[src/rtl/judge_pkg.sv]
// Shared types and constants for the factorization-duel round referee.
package judge_pkg;

    typedef enum logic [1:0] {
        IDLE   = 2'd0,
        WAIT   = 2'd1,
        REPORT = 2'd2
    } state_t;

    localparam logic [2:0] HP_NONE   = 3'b000;
    localparam logic [2:0] HP_MY_WIN = 3'b001;
    localparam logic [2:0] HP_EN_WIN = 3'b010;
    localparam logic [2:0] HP_DRAW   = 3'b011;

    localparam int DB_LEVEL_MSB  = 35;
    localparam int DB_LEVEL_LSB  = 34;
    localparam int DB_TARGET_MSB = 15;
    localparam int DB_TARGET_LSB = 0;

endpackage

[src/rtl/round_judge_factor_check.sv]
// Combinational check of one factor-pair submission against the round target.
module factor_check (
    input  logic [7:0]  i_f1,
    input  logic [7:0]  i_f2,
    input  logic [15:0] i_target,
    output logic        o_correct
);

    logic [15:0] w_prod;

    // Trivial factors (0 and 1) never count as a factorization.
    assign w_prod    = {8'd0, i_f1} * {8'd0, i_f2};
    assign o_correct = (i_f1 >= 8'd2) && (i_f2 >= 8'd2) && (w_prod == i_target);

endmodule

[src/rtl/round_judge.sv]
// Per-round referee: latches the target, judges both players, times out, pulses the outcome.
// Optional wrong-answer lockout is enabled by defining ROUND_JUDGE_LOCKOUT_EN.
module round_judge
    import judge_pkg::*;
#(
    parameter int TIMEOUT_CYC = 1000,
    parameter int CNT_W       = 10,
    parameter int LOCK_CYC    = 50
) (
    input  logic             CLK,
    input  logic             RST,
    input  logic             START,
    input  logic [35:0]      DB_IN,
    input  logic             MY_VALID,
    input  logic [7:0]       MY_F1,
    input  logic [7:0]       MY_F2,
    input  logic             EN_VALID,
    input  logic [7:0]       EN_F1,
    input  logic [7:0]       EN_F2,
    output logic [2:0]       HP_OUT,
    output logic             BUSY,
    output logic             MY_WRONG,
    output logic             EN_WRONG,
    output logic [CNT_W-1:0] TIME_LEFT
);

    state_t            r_state, w_state_nxt;
    logic [2:0]        w_hp_nxt;
    logic [15:0]       r_target;
    logic [CNT_W-1:0]  r_time_left;
    logic [2:0]        r_hp;
    logic              r_my_wrong, r_en_wrong;
    logic              w_my_ok, w_en_ok;
    logic              w_my_free, w_en_free;
    logic              w_my_act, w_en_act;
    logic              w_my_hit, w_en_hit;
    logic              w_in_wait, w_accept;
    logic              w_unused_db;

    assign w_unused_db = ^{DB_IN[DB_LEVEL_MSB:DB_LEVEL_LSB], DB_IN[DB_LEVEL_LSB-1:DB_TARGET_MSB+1]};

    factor_check u_my_check (
        .i_f1      (MY_F1),
        .i_f2      (MY_F2),
        .i_target  (r_target),
        .o_correct (w_my_ok)
    );

    factor_check u_en_check (
        .i_f1      (EN_F1),
        .i_f2      (EN_F2),
        .i_target  (r_target),
        .o_correct (w_en_ok)
    );

    assign w_in_wait = (r_state == WAIT);
    assign w_accept  = (r_state == IDLE) && START;
    assign w_my_act  = w_in_wait && MY_VALID && w_my_free;
    assign w_en_act  = w_in_wait && EN_VALID && w_en_free;
    assign w_my_hit  = w_my_act && w_my_ok;
    assign w_en_hit  = w_en_act && w_en_ok;

`ifdef ROUND_JUDGE_LOCKOUT_EN
    localparam int LOCK_W = $clog2(LOCK_CYC + 1);

    logic [LOCK_W-1:0] r_my_lock, r_en_lock;

    // A locked player's strobe is dropped before it reaches the checker.
    always_ff @(posedge CLK) begin
        if (RST || w_accept) begin
            r_my_lock <= '0;
            r_en_lock <= '0;
        end else if (w_in_wait) begin
            if (w_my_act && !w_my_ok)
                r_my_lock <= LOCK_W'(LOCK_CYC);
            else if (r_my_lock != '0)
                r_my_lock <= r_my_lock - 1'b1;
            if (w_en_act && !w_en_ok)
                r_en_lock <= LOCK_W'(LOCK_CYC);
            else if (r_en_lock != '0)
                r_en_lock <= r_en_lock - 1'b1;
        end
    end

    assign w_my_free = (r_my_lock == '0);
    assign w_en_free = (r_en_lock == '0);
`else
    logic w_unused_lock;
    assign w_unused_lock = (LOCK_CYC != 0);
    assign w_my_free     = 1'b1;
    assign w_en_free     = 1'b1;
`endif

    always_ff @(posedge CLK) begin
        if (RST)
            r_state <= IDLE;
        else
            r_state <= w_state_nxt;
    end

    // Correct answers outrank the timeout; a double hit is a draw.
    always_comb begin
        w_state_nxt = r_state;
        w_hp_nxt    = HP_NONE;
        case (r_state)
            IDLE: begin
                if (START)
                    w_state_nxt = WAIT;
            end
            WAIT: begin
                if (w_my_hit && w_en_hit) begin
                    w_state_nxt = REPORT;
                    w_hp_nxt    = HP_DRAW;
                end else if (w_my_hit) begin
                    w_state_nxt = REPORT;
                    w_hp_nxt    = HP_MY_WIN;
                end else if (w_en_hit) begin
                    w_state_nxt = REPORT;
                    w_hp_nxt    = HP_EN_WIN;
                end else if (r_time_left == CNT_W'(1)) begin
                    w_state_nxt = REPORT;
                    w_hp_nxt    = HP_DRAW;
                end
            end
            REPORT: begin
                w_state_nxt = IDLE;
            end
            default: begin
                w_state_nxt = IDLE;
            end
        endcase
    end

    always_ff @(posedge CLK) begin
        if (RST) begin
            r_target    <= '0;
            r_time_left <= '0;
            r_hp        <= HP_NONE;
            r_my_wrong  <= 1'b0;
            r_en_wrong  <= 1'b0;
        end else begin
            r_hp       <= w_hp_nxt;
            r_my_wrong <= w_my_act && !w_my_ok;
            r_en_wrong <= w_en_act && !w_en_ok;
            if (w_accept) begin
                r_target    <= DB_IN[DB_TARGET_MSB:DB_TARGET_LSB];
                r_time_left <= CNT_W'(TIMEOUT_CYC);
            end else if (w_in_wait) begin
                r_time_left <= (w_state_nxt == WAIT) ? r_time_left - 1'b1 : '0;
            end
        end
    end

    assign HP_OUT    = r_hp;
    assign BUSY      = (r_state == WAIT) || (r_state == REPORT);
    assign MY_WRONG  = r_my_wrong;
    assign EN_WRONG  = r_en_wrong;
    assign TIME_LEFT = r_time_left;

endmodule

[config.mk]
export PLATFORM = sky130hd
export DESIGN_NAME = round_judge
export DESIGN_NICKNAME = d
export VERILOG_FILES = /design/src/rtl/judge_pkg.sv /design/src/rtl/round_judge_factor_check.sv /design/src/rtl/round_judge.sv
export SDC_FILE = /design/constraint.sdc
export NUM_CORES = 1
export LEC_CHECK = 0
export ABC_AREA = 1
export CORE_MARGIN = 2
export CORE_UTILIZATION = 59
export DETAILED_ROUTE_END_ITERATION = 6
export PLACE_DENSITY = 0.85
export SETUP_SLACK_MARGIN = 0.1
export SLEW_MARGIN = 20
export SYNTH_ARGS = -nofsm -noshare
export SYNTH_HDL_FRONTEND = slang
export SYNTH_SLANG_ARGS = --single-unit
[constraint.sdc]
create_clock -name CLK -period 11.65 [get_ports CLK]
set_input_delay 1.7475 -clock CLK [delete_from_list [all_inputs] [get_ports CLK]]
set_output_delay 1.7475 -clock CLK [all_outputs]
set_load 0.02 [all_outputs]
## Word-level counts from Yosys, hierarchy flattened

Index checks and enable logic that the tools add are counted.

- Latch bits: 0
- Input port bits: 73
- Memories: 0
- Output and inout port bits: 16
- ROM bits: 0
- Register bits: 33
- Bits in writable memories: 0

- Reduce and logical (&&, ||, !) cells: 20
- Divide/modulo/power cells: 0
- $lt $le $gt $ge: 4
- Equality and inequality tests: 6
- Multipliers: 2
- Bitwise gates (word level): 1
- Shift operators: 0
- Add/subtract/negate cells: 1
- Mux-type cells: 13

Operators by type and width:

| kind | count |
|---|---|
| $eq 16x16->1 | 2 |
| $ge 8x2->1 const B | 4 |
| $mul 8x8->16 | 2 |
| $mux 10 | 3 |
| $mux 2 | 9 |
| $logic_and 1x1->1 | 12 |
| $eq 10x1->1 const B | 1 |
| $sub 10x1->10 const B | 1 |
| $reduce_or 5->1 | 1 |
| $eq 2x1->1 const B | 2 |
| $pmux 2 s2 | 1 |
| $reduce_or 2->1 | 2 |
| $eq 2x2->1 const B | 1 |
| $logic_not 1->1 | 2 |
| $logic_not 2->1 | 1 |
| $reduce_bool 2->1 | 1 |
| $logic_or 1x1->1 | 1 |
| $not 1->1 | 1 |

## Logic depth before layout (Yosys ltp)

- Word-level depth: 12
- Depth in mapped cells: 27
- Gate-level depth less buffers: 26

## Modules after synthesis

A second synthesis with hierarchy kept.

- Cell total of the unflattened synthesis: 1021
- Area total of the unflattened synthesis: 6726.5 um2

Modules (own cells, without submodules):

| module | area an instance (um2) | sequential area each (um2) | cells each | instances |
|---|---|---|---|---|
| factor_check (u_my_check) | 2657.5 | 0.0 | 421 | 1 |
| factor_check (u_en_check) | 2583.7 | 0.0 | 399 | 1 |
| round_judge | 1485.2 | 640.6 | 201 | 1 |

## Least setup slack after synthesis

OpenSTA, ideal clock, no wires.

- Path type: input to register
- Start point: in MY_F1[2]
- End point: reg r_time_left[2], in the netlist TIME_LEFT[2]
- Stages on the path: 25
- Data arrival time: 5.807 ns
- Library setup time: 0.064 ns
- Slack: 5.779 ns
- Required time: 11.586 ns
- Cells stage by stage: clkbuf_1 > nand2_1 > fa_1 > fa_1 > fa_1 > inv_1 > fa_1 > ha_1 > nand2_1 > inv_2 > nand2_1 > nand2_1 > nand2_1 > nand3_1 > nand2_1 > nand2_1 > nand2_1 > inv_2 > nand4_2 > nand2_2 > o21ai_4 > nand3_2 > nand2_1 > nand2_2 > nor2_1

- Word-level cells in the longest chain between the ends: 9
- Elaborated cells between the ends (all ways): 12
- Classes of those cells: 1 x mul; 1 x order compare; 2 x eq/ne; 4 x mux; 4 x reduce/logical

RTL lines:

| what | RTL line | source |
|---|---|---|
| from (decl) | round_judge.sv:15 | `input logic [7:0] MY_F1,` |
| $mul 8x8->16 / $ge 8x2->1 (equally long branches) | round_judge_factor_check.sv:12, round_judge_factor_check.sv:13 |  |
| $eq 16x16->1 / $logic_and 1x1->1 (equally long branches) | round_judge_factor_check.sv:13 | `assign o_correct = (i_f1 >= 8'd2) && (i_f2 >= 8'd2) && (w_prod == i_target);` |
| $logic_and 1x1->1 (*) | round_judge_factor_check.sv:13 |  |
| $logic_and 1x1->1 (*) | round_judge.sv:60 | `assign w_my_hit = w_my_act && w_my_ok;` |
| $mux 2 / $logic_and 1x1->1 (equally long branches) | round_judge.sv:114, round_judge.sv:111 |  |
| $mux 2 (*) | round_judge.sv:111 | `if (w_my_hit && w_en_hit) begin` |
| $pmux 2 s2 (*) | round_judge.sv:105 | `case (r_state)` |
| $eq 2x1->1 (*) | round_judge.sv:149 | `r_time_left <= (w_state_nxt == WAIT) ? r_time_left - 1'b1 : '0;` |
| $mux 10 (*) | round_judge.sv:149 |  |
| to (signal assigned) | round_judge.sv:147 | `r_time_left <= CNT_W'(TIMEOUT_CYC);` |
| to (signal assigned) | round_judge.sv:149 |  |
| to (decl) | round_judge.sv:30 | `logic [CNT_W-1:0] r_time_left;` |

Mark *: on every way between the ends. The rest lies on a longest branch, timed or not.
A chain may end at the register's enable or synchronous reset.

## Final worst setup path

- Start point: in EN_F1[2]
- End point: reg r_time_left[0], in the netlist TIME_LEFT[0]

- Word-level cells in the longest chain between the ends: 10
- Elaborated cells between the ends (all ways): 13
- Classes of those cells: 1 x mul; 1 x order compare; 2 x eq/ne; 5 x mux; 4 x reduce/logical

RTL lines:

| what | RTL line | source |
|---|---|---|
| from (decl) | round_judge.sv:18 | `input logic [7:0] EN_F1,` |
| $mul 8x8->16 / $ge 8x2->1 (equally long branches) | round_judge_factor_check.sv:12, round_judge_factor_check.sv:13 |  |
| $eq 16x16->1 / $logic_and 1x1->1 (equally long branches) | round_judge_factor_check.sv:13 |  |
| $logic_and 1x1->1 (*) | round_judge_factor_check.sv:13 |  |
| $logic_and 1x1->1 (*) | round_judge.sv:61 | `assign w_en_hit = w_en_act && w_en_ok;` |
| $mux 2 | round_judge.sv:117 | `end else if (w_en_hit) begin` |
| $mux 2 | round_judge.sv:114 | `end else if (w_my_hit) begin` |
| $mux 2 (*) | round_judge.sv:111 |  |
| $pmux 2 s2 (*) | round_judge.sv:105 |  |
| $eq 2x1->1 (*) | round_judge.sv:149 |  |
| $mux 10 (*) | round_judge.sv:149 |  |

Marks and branches as above.

==> results.json <==
{
  "grt_first_pass_wirelength_mm": 24.4,
  "worst_setup_path_end_kind": "flop",
  "antenna_diode_count": 0,
  "std_cell_rows": 38,
  "numPortBuffers": 67,
  "dp_hpwl_mm": 11.4,
  "synth.yosys.warnings": 0,
  "grt.total_usage_pct": 24.4,
  "antenna_violating_nets_post_route": 0,
  "design.portCount": 89,
  "async_reset_ff_share_pct": 0,
  "finalCritPeriodShare_pct": 56.7,
  "gr-total-overflow": 0,
  "yosysUniqueCellTypes": 35,
  "total_leakage_power_nw": 4.35,
  "grt_pass1_vias": 5682,
  "synthTopCellsByArea": "sky130_fd_sc_hd__fa_1 22%, sky130_fd_sc_hd__nand2_1 17%, sky130_fd_sc_hd__ha_1 14%",
  "synth_area_leader_cell": "sky130_fd_sc_hd__fa_1",
  "hold_viol": 0,
  "place_congestion": 0.886,
  "finalPower_mw": 1.06,
  "ctsResizeCount": 0,
  "peakVddDrop_mv": 0.0852,
  "cellPowerDensity_nw_per_um2": 142,
  "dr_total_vias": 5884,
  "clockBufferDepth": 2,
  "synthesized_instance_count": 1006,
  "avgSynthCellArea_sq_um": 6.61,
  "final-seq-area_sq_um": 641,
  "cts.hold.buffers_added": 0,
  "run_status": "complete, no violations",
  "cp.required_ns": 11.82,
  "numCtsBuffers": 5,
  "multi_input_comb_area_sq_um": 4930,
  "layout.cells.most_common": "sky130_fd_sc_hd__nand2_1",
  "finalHoldWorstSlack_ns": 0.513,
  "die_height_um": 110,
  "setup.reg_to_reg.worst_slack_ns": 9.58,
  "cts-htree-levels": 2,
  "n_fill_cell": 932,
  "design.final.nets": 1261,
  "synth-edff-count": 0,
  "max_cap_viol_count": 0,
  "die-area_sq_um": 12100,
  "wirelength_mm": 13.7,
  "syn-cell-area_sq_um": 6650,
  "synth_ff_type": "sky130_fd_sc_hd__dfxtp_1",
  "critical_path_arrival_ns": 6.77,
  "critPathLaunchType": "primary input",
  "yosys_register_bits": 32,
  "critical_path_peak_fanout": 9,
  "path_class": "in2reg",
  "floorplan.initialDensity_pct": 60.8,
  "nets_in_the_synthesized_netlist": 1227,
  "synth_seq_area_share_pct": 9.63,
  "grt_max_degree": 25,
  "cts.sink_count": 32,
  "grt_antenna_before_repair": 0,
  "route.met3.wl_um": 955,
  "core-area_sq_um": 10900,
  "first_pass_iters": 5,
  "top_layer": "met4",
  "number_of_endpoints_failing_setup_at_the_final_stage": 0,
  "die_w_um": 110,
  "proportion_of_layout_cells_with_a_drive_suffix_above_1_pct": 3.27,
  "wl_per_cell_um": 11.6,
  "finalCriticalPeriod_ns": 6.60,
  "fmaxAchievable_mhz": 152,
  "met1_length_mm": 6.12,
  "post-cts-setup-buffer-count": 0,
  "min-delay-path-class": "reg2reg",
  "synth_largest_type_area_fraction_pct": 21.7,
  "path_clk_slew_ns": 0.05,
  "rsz_0062_raised_after_global_routing": "no",
  "area_delta_synth_final_pct": 12.3,
  "tightestPinTransition_ns": 0.644,
  "timing.max_slew.rel_slack_pct": 56.9,
  "met2WireLength_mm": 6.53,
  "clk-insertion-delay-late_ns": 0.28,
  "most-common-layout-cells": "296 x sky130_fd_sc_hd__nand2_1, 231 x sky130_fd_sc_hd__inv_1, 89 x sky130_fd_sc_hd__nor2_1",
  "final.setup_skew_ns": 0.00486,
  "root_buffer": "sky130_fd_sc_hd__clkbuf_16",
  "cts_tree": "done",
  "final-max-slew-violation-count": 0,
  "initial_drc_count": 333,
  "tns_ns": 0,
  "route.detailed.vias_per_inst": 4.98,
  "post-route-drc-count": 0
}
-- cell usage after synthesis, types with 2 or more instances --
library cell	instances
sky130_fd_sc_hd__nand2_1	296
sky130_fd_sc_hd__inv_1	231
sky130_fd_sc_hd__nor2_1	89
sky130_fd_sc_hd__ha_1	76
sky130_fd_sc_hd__fa_1	72
sky130_fd_sc_hd__dfxtp_1	32
sky130_fd_sc_hd__nand3_1	31
sky130_fd_sc_hd__buf_2	30
sky130_fd_sc_hd__a21oi_1	28
sky130_fd_sc_hd__o21ai_0	19
sky130_fd_sc_hd__xnor2_1	16
sky130_fd_sc_hd__xor2_1	16
sky130_fd_sc_hd__nand4_1	11
sky130_fd_sc_hd__clkbuf_1	9
sky130_fd_sc_hd__nand2_2	8
sky130_fd_sc_hd__nand3b_1	5
sky130_fd_sc_hd__a21o_1	4
sky130_fd_sc_hd__a21oi_2	4
sky130_fd_sc_hd__inv_2	4
sky130_fd_sc_hd__nand3_2	4
sky130_fd_sc_hd__nor3_1	3
sky130_fd_sc_hd__a31oi_1	2
sky130_fd_sc_hd__nand4_2	2
sky130_fd_sc_hd__o21ai_4	2
sky130_fd_sc_hd__or2_1	2
-- through the flow --
step	util [%]	instance area (sq um)	std cells	setup WS, ns
2_1_floorplan	-	6650	1006	5.78
3_3_place_gp	66.8	7300	1173	4.91
3_5_place_dp	66.8	7300	1173	4.86
4_1_cts	68.3	7470	1181	5.09
5_1_grt	68.3	7470	1181	4.67
6_report	68.3	7470	1181	5.05
-- sequential cells by signal, indices dropped and copies added, names as in the netlist --
signal     flops
r_target      16
TIME_LEFT     10
HP_OUT         2
r_state        2
EN_WRONG       1
MY_WRONG       1
-- final timing paths --
path	end	cells past startpoint	from
setup / recovery	TIME_LEFT[0]	25	EN_F1[2]
hold / removal	r_target[6]	2	r_target[6]
setup reg to reg	TIME_LEFT[0]	17	r_target[2]
hold reg to reg	r_target[6]	2	r_target[6]
-- kinds of logic after synthesis --
logic type      share of synthesized area [%]
fa+ha+maj                                36.0
simple gates                             28.4
flops                                    9.63
buf+inv                                  16.1
xor+xnor                                 4.22
other cells                            0.0564
compound gates                           5.61
-- metal layers --
layer	vias to the layer above	global-route usage [%]
li1	3036	-
met1	2689	32.6
met2	149	41.8
met3	10	5.29
met4	0	3.39
met5	-	0
-- critical path: stages --
cell                              delay, ns
sky130_fd_sc_hd__clkdlybuf4s50_1       0.69
sky130_fd_sc_hd__nand2_1               0.14
sky130_fd_sc_hd__fa_1                  0.53
sky130_fd_sc_hd__fa_1                  0.53
sky130_fd_sc_hd__fa_1                  0.54
sky130_fd_sc_hd__inv_1                 0.05
sky130_fd_sc_hd__fa_1                  0.47
sky130_fd_sc_hd__ha_1                  0.36
sky130_fd_sc_hd__nand2_1               0.11
sky130_fd_sc_hd__nor2_1                0.18
sky130_fd_sc_hd__nand3_1               0.13
sky130_fd_sc_hd__nand2_1               0.09
sky130_fd_sc_hd__nand2_1               0.05
sky130_fd_sc_hd__nand2_1               0.07
sky130_fd_sc_hd__nand2_1               0.07
sky130_fd_sc_hd__inv_1                 0.06
sky130_fd_sc_hd__nand3_2               0.06
sky130_fd_sc_hd__nor2_2                0.16
sky130_fd_sc_hd__nand4_2               0.16
sky130_fd_sc_hd__nand2_4               0.14
sky130_fd_sc_hd__o21ai_4               0.10
sky130_fd_sc_hd__nand3_2               0.10
sky130_fd_sc_hd__nand2_1               0.06
sky130_fd_sc_hd__nand2_2               0.11
sky130_fd_sc_hd__nor2_1                0.05
-- area by class of cell --
class                      instances  share of cell area [%]
multi-input combinational        699                    66.1
inverter                         235                    11.8
timing repair buffer              67                    8.98
sequential                        32                    8.58
tap                              140                    2.35
clock buffer                       6                    1.73
clock inverter                     2                   0.469
-- power breakdown --
| group | internal [mW] | switching (mW) |
|---|---|---|
| Combinational | 0.315 | 0.469 |
| Sequential | 0.119 | 0.0108 |
| Clock | 0.100 | 0.0473 |
Power figures use the tool's default switching activity.
==> patch: new RTL, same settings <==
The 3 states of `state_t` get a one-hot encoding in 3 bits.
--- a/src/rtl/judge_pkg.sv
+++ b/src/rtl/judge_pkg.sv
@@ -1,10 +1,10 @@
 // Shared types and constants for the factorization-duel round referee.
 package judge_pkg;
 
-    typedef enum logic [1:0] {
-        IDLE   = 2'd0,
-        WAIT   = 2'd1,
-        REPORT = 2'd2
+    typedef enum logic [2:0] {
+        IDLE   = 3'b001,
+        WAIT   = 3'b010,
+        REPORT = 3'b100
     } state_t;
 
     localparam logic [2:0] HP_NONE   = 3'b000;
Check against the original RTL: no difference found for any inputs over 10 cycles, from zero or initial values and one cycle with RST high; not proved beyond that.
==> patch against the unedited design <==
  * Power down 3.9%
  * Area after synthesis fell by 0.88%
  * Count of clock-buffer cells in the layout is 1 lower
  * Sequential cell count rose by 1
  * Design area decreased by 0.99%
  * Routed wire length shrank 0.62%
  * Die area fell by 0.85%
  * Setup slack gained 0.23 ns
  * Largest power group unchanged
==> patch: results (changes against the unedited design) <==
status finished clean; reg2reg path depth 5 (-12); Compound-Gate Fraction of Synth Area 4.90% (-0.71 points); CTS HTree Levels 2 (unchanged); Reg2Reg Launch Point r_state[1]$_SDFF_PP0_; initial antenna violation count 0 (unchanged); mux cell area share after synthesis 0% (unchanged); Largest register FFs 16 (unchanged); LEAKAGE 0.00433 uW (-0.45%); Worst slew margin 43.6% (-13 points); Unique masters post-synth 35 (unchanged); Syn. warnings 0 (unchanged); worst stage delay on the critical path 0.68 ns; number of global-route vias before repair 5715 (+0.58%); syn_nets 1225 (-0.16%); Antenna Cells 0 (unchanged); sequential fraction of the synthesis area 10.0% (+0.39 points); GRT overflow 0 (unchanged); Clk Latency, worst-skew pair around 0.29 ns; Final Critical Period 6.36 ns (-0.235 ns); crit path to TIME_LEFT[3]$_SDFFE_PP0P_; Final HPWL DP 11500 um (+0.36%); Resized cells post-CTS 0 (unchanged); cell taking the most area after synthesis fa_1; Routed wire per std cell 11.5 um (-0.79%); total CTS buffers 5 (unchanged); Post-Place Setup Slack 5.05 ns (+0.191 ns); gr usage total 24.7% (+0.20 points); WP data arrival 6.55 ns (-0.22 ns); Post-Synth Adder-Cell Area 35.9% (-0.059 points); Root Driver clkbuf_8; ys flop type dfxtp_1; Initial DRC Count 363 (+9.0%); VDD IR max 0.0716 mV (-16%); reg-to-reg critical path endpoint TIME_LEFT[6]$_SDFFE_PP0P_; nets 1261 (unchanged); GPL Wtd Cong 0.910 (+2.7%); P_int 509 uW (-4.9%); ratio of cells with drive above 1 in the final layout 2.78% (-0.49 points); Critical path origin EN_F1[2]; xor/xnor share of the synthesized area 3.85% (-0.36 points); Post-synth top cells 303 x nand2_1, 247 x inv_1, 74 x ha_1; number of I/O port buffers 67 (unchanged); First-pass DRT Iterations 5 (unchanged); global-route wire length before repair 24200 um (-0.71%); CP max-delay cell clkdlybuf4s50_1; via count 5892 (+0.14%); largest net degree at the start of global routing 27 (+8.0%); Synth area leaders fa_1 22%, nand2_1 17%, inv_1 14%; flop2flop setup slack 9.59 ns (about the same); setup violators final 0 (unchanged); Worst Clk Skew 0.00754 ns (+0.00267 ns); clock transition at the registers of the reported paths 0.08 ns (+0.03 ns); most flop-heavy register r_target
patch: changes by cell type in the layout (fill, tap and decap cells not counted), sizes merged, moves of 3 or more:
cell / delta
nor2: -20
inv: +17
nor3: +8
nand3: +6
nand2: +4
nand4: -4
nand3b: -3
o21ai: +3
patch: cell families after synthesis:
family,count (synthesis)
simple gates,447
buf+inv,290
fa+ha+maj,146
compound gates,60
flops,33
xor+xnor,29
other cells,1
patch: layer usage:
| metal | vias to the layer above | global-route usage [%] | part of all wire, % |
|---|---|---|---|
| li1 | 3022 | - | - |
| met4 | 0 | 4.43 | 1.0 |
| met5 | - | 0 | 0 |
| met3 | 16 | 4.80 | 7.3 |
| met2 | 155 | 41.5 | 47 |
| met1 | 2699 | 33.4 | 45 |
patch: layout make-up:
| class | instances | area [sq um] |
|---|---|---|
| Sequential cell | 33 | 661 |
| Multi-Input combinational cell | 683 | 4800 |
| Tap cell | 140 | 175 |
| Clock inverter | 3 | 68.8 |
| Timing Repair Buffer | 68 | 678 |
| Fill cell | 949 | 3490 |
| Clock buffer | 5 | 68.8 |
| Inverter | 251 | 942 |
patch: worst min path at each step:
stage,start,to,slack [ns],cells past startpoint
6_report,r_target[4]$_SDFFE_PP0P_,r_target[4]$_SDFFE_PP0P_,0.51,2
5_1_grt,r_target[4]$_SDFFE_PP0P_,r_target[4]$_SDFFE_PP0P_,0.53,2
4_1_cts,r_target[4]$_SDFFE_PP0P_,r_target[4]$_SDFFE_PP0P_,0.51,2
3_5_place_dp,r_target[7]$_SDFFE_PP0P_,r_target[7]$_SDFFE_PP0P_,0.49,2
3_3_place_gp,r_target[3]$_SDFFE_PP0P_,r_target[3]$_SDFFE_PP0P_,0.49,2
2_1_floorplan,r_target[7]$_SDFFE_PP0P_,r_target[7]$_SDFFE_PP0P_,0.47,2
patch: power groups by stage:
stage	Sequential, uW	Combinational, uW	Clock (uW)
after floorplan	134	607	0
after global placement	132	730	0
after detailed placement	132	751	0
after CTS	130	760	136
after global routing	131	875	140
final	130	756	135
patch: critical path: cells and delay by family:
kind,cells,cell delay [ns]
AO/OA/AOI/OAI,2,0.32
buffers and inverters,3,0.78
AND/OR/NAND/NOR,10,1.09
XOR/XNOR,1,0.16
adder cells (fa/ha/maj),5,2.44
patch: metrics by stage:
step                      power [uW]  util (%)  hold slack [ns]  instances  area [sq um]
after floorplan                  740         -            0.468       1006          6590
after global placement           862      66.6            0.488       1175          7260
after detailed placement         883      66.6            0.494       1175          7260
after CTS                       1030      67.9            0.514       1183          7390
after global routing            1150      67.9            0.533       1183          7390
final                           1020      67.9            0.510       1183          7390
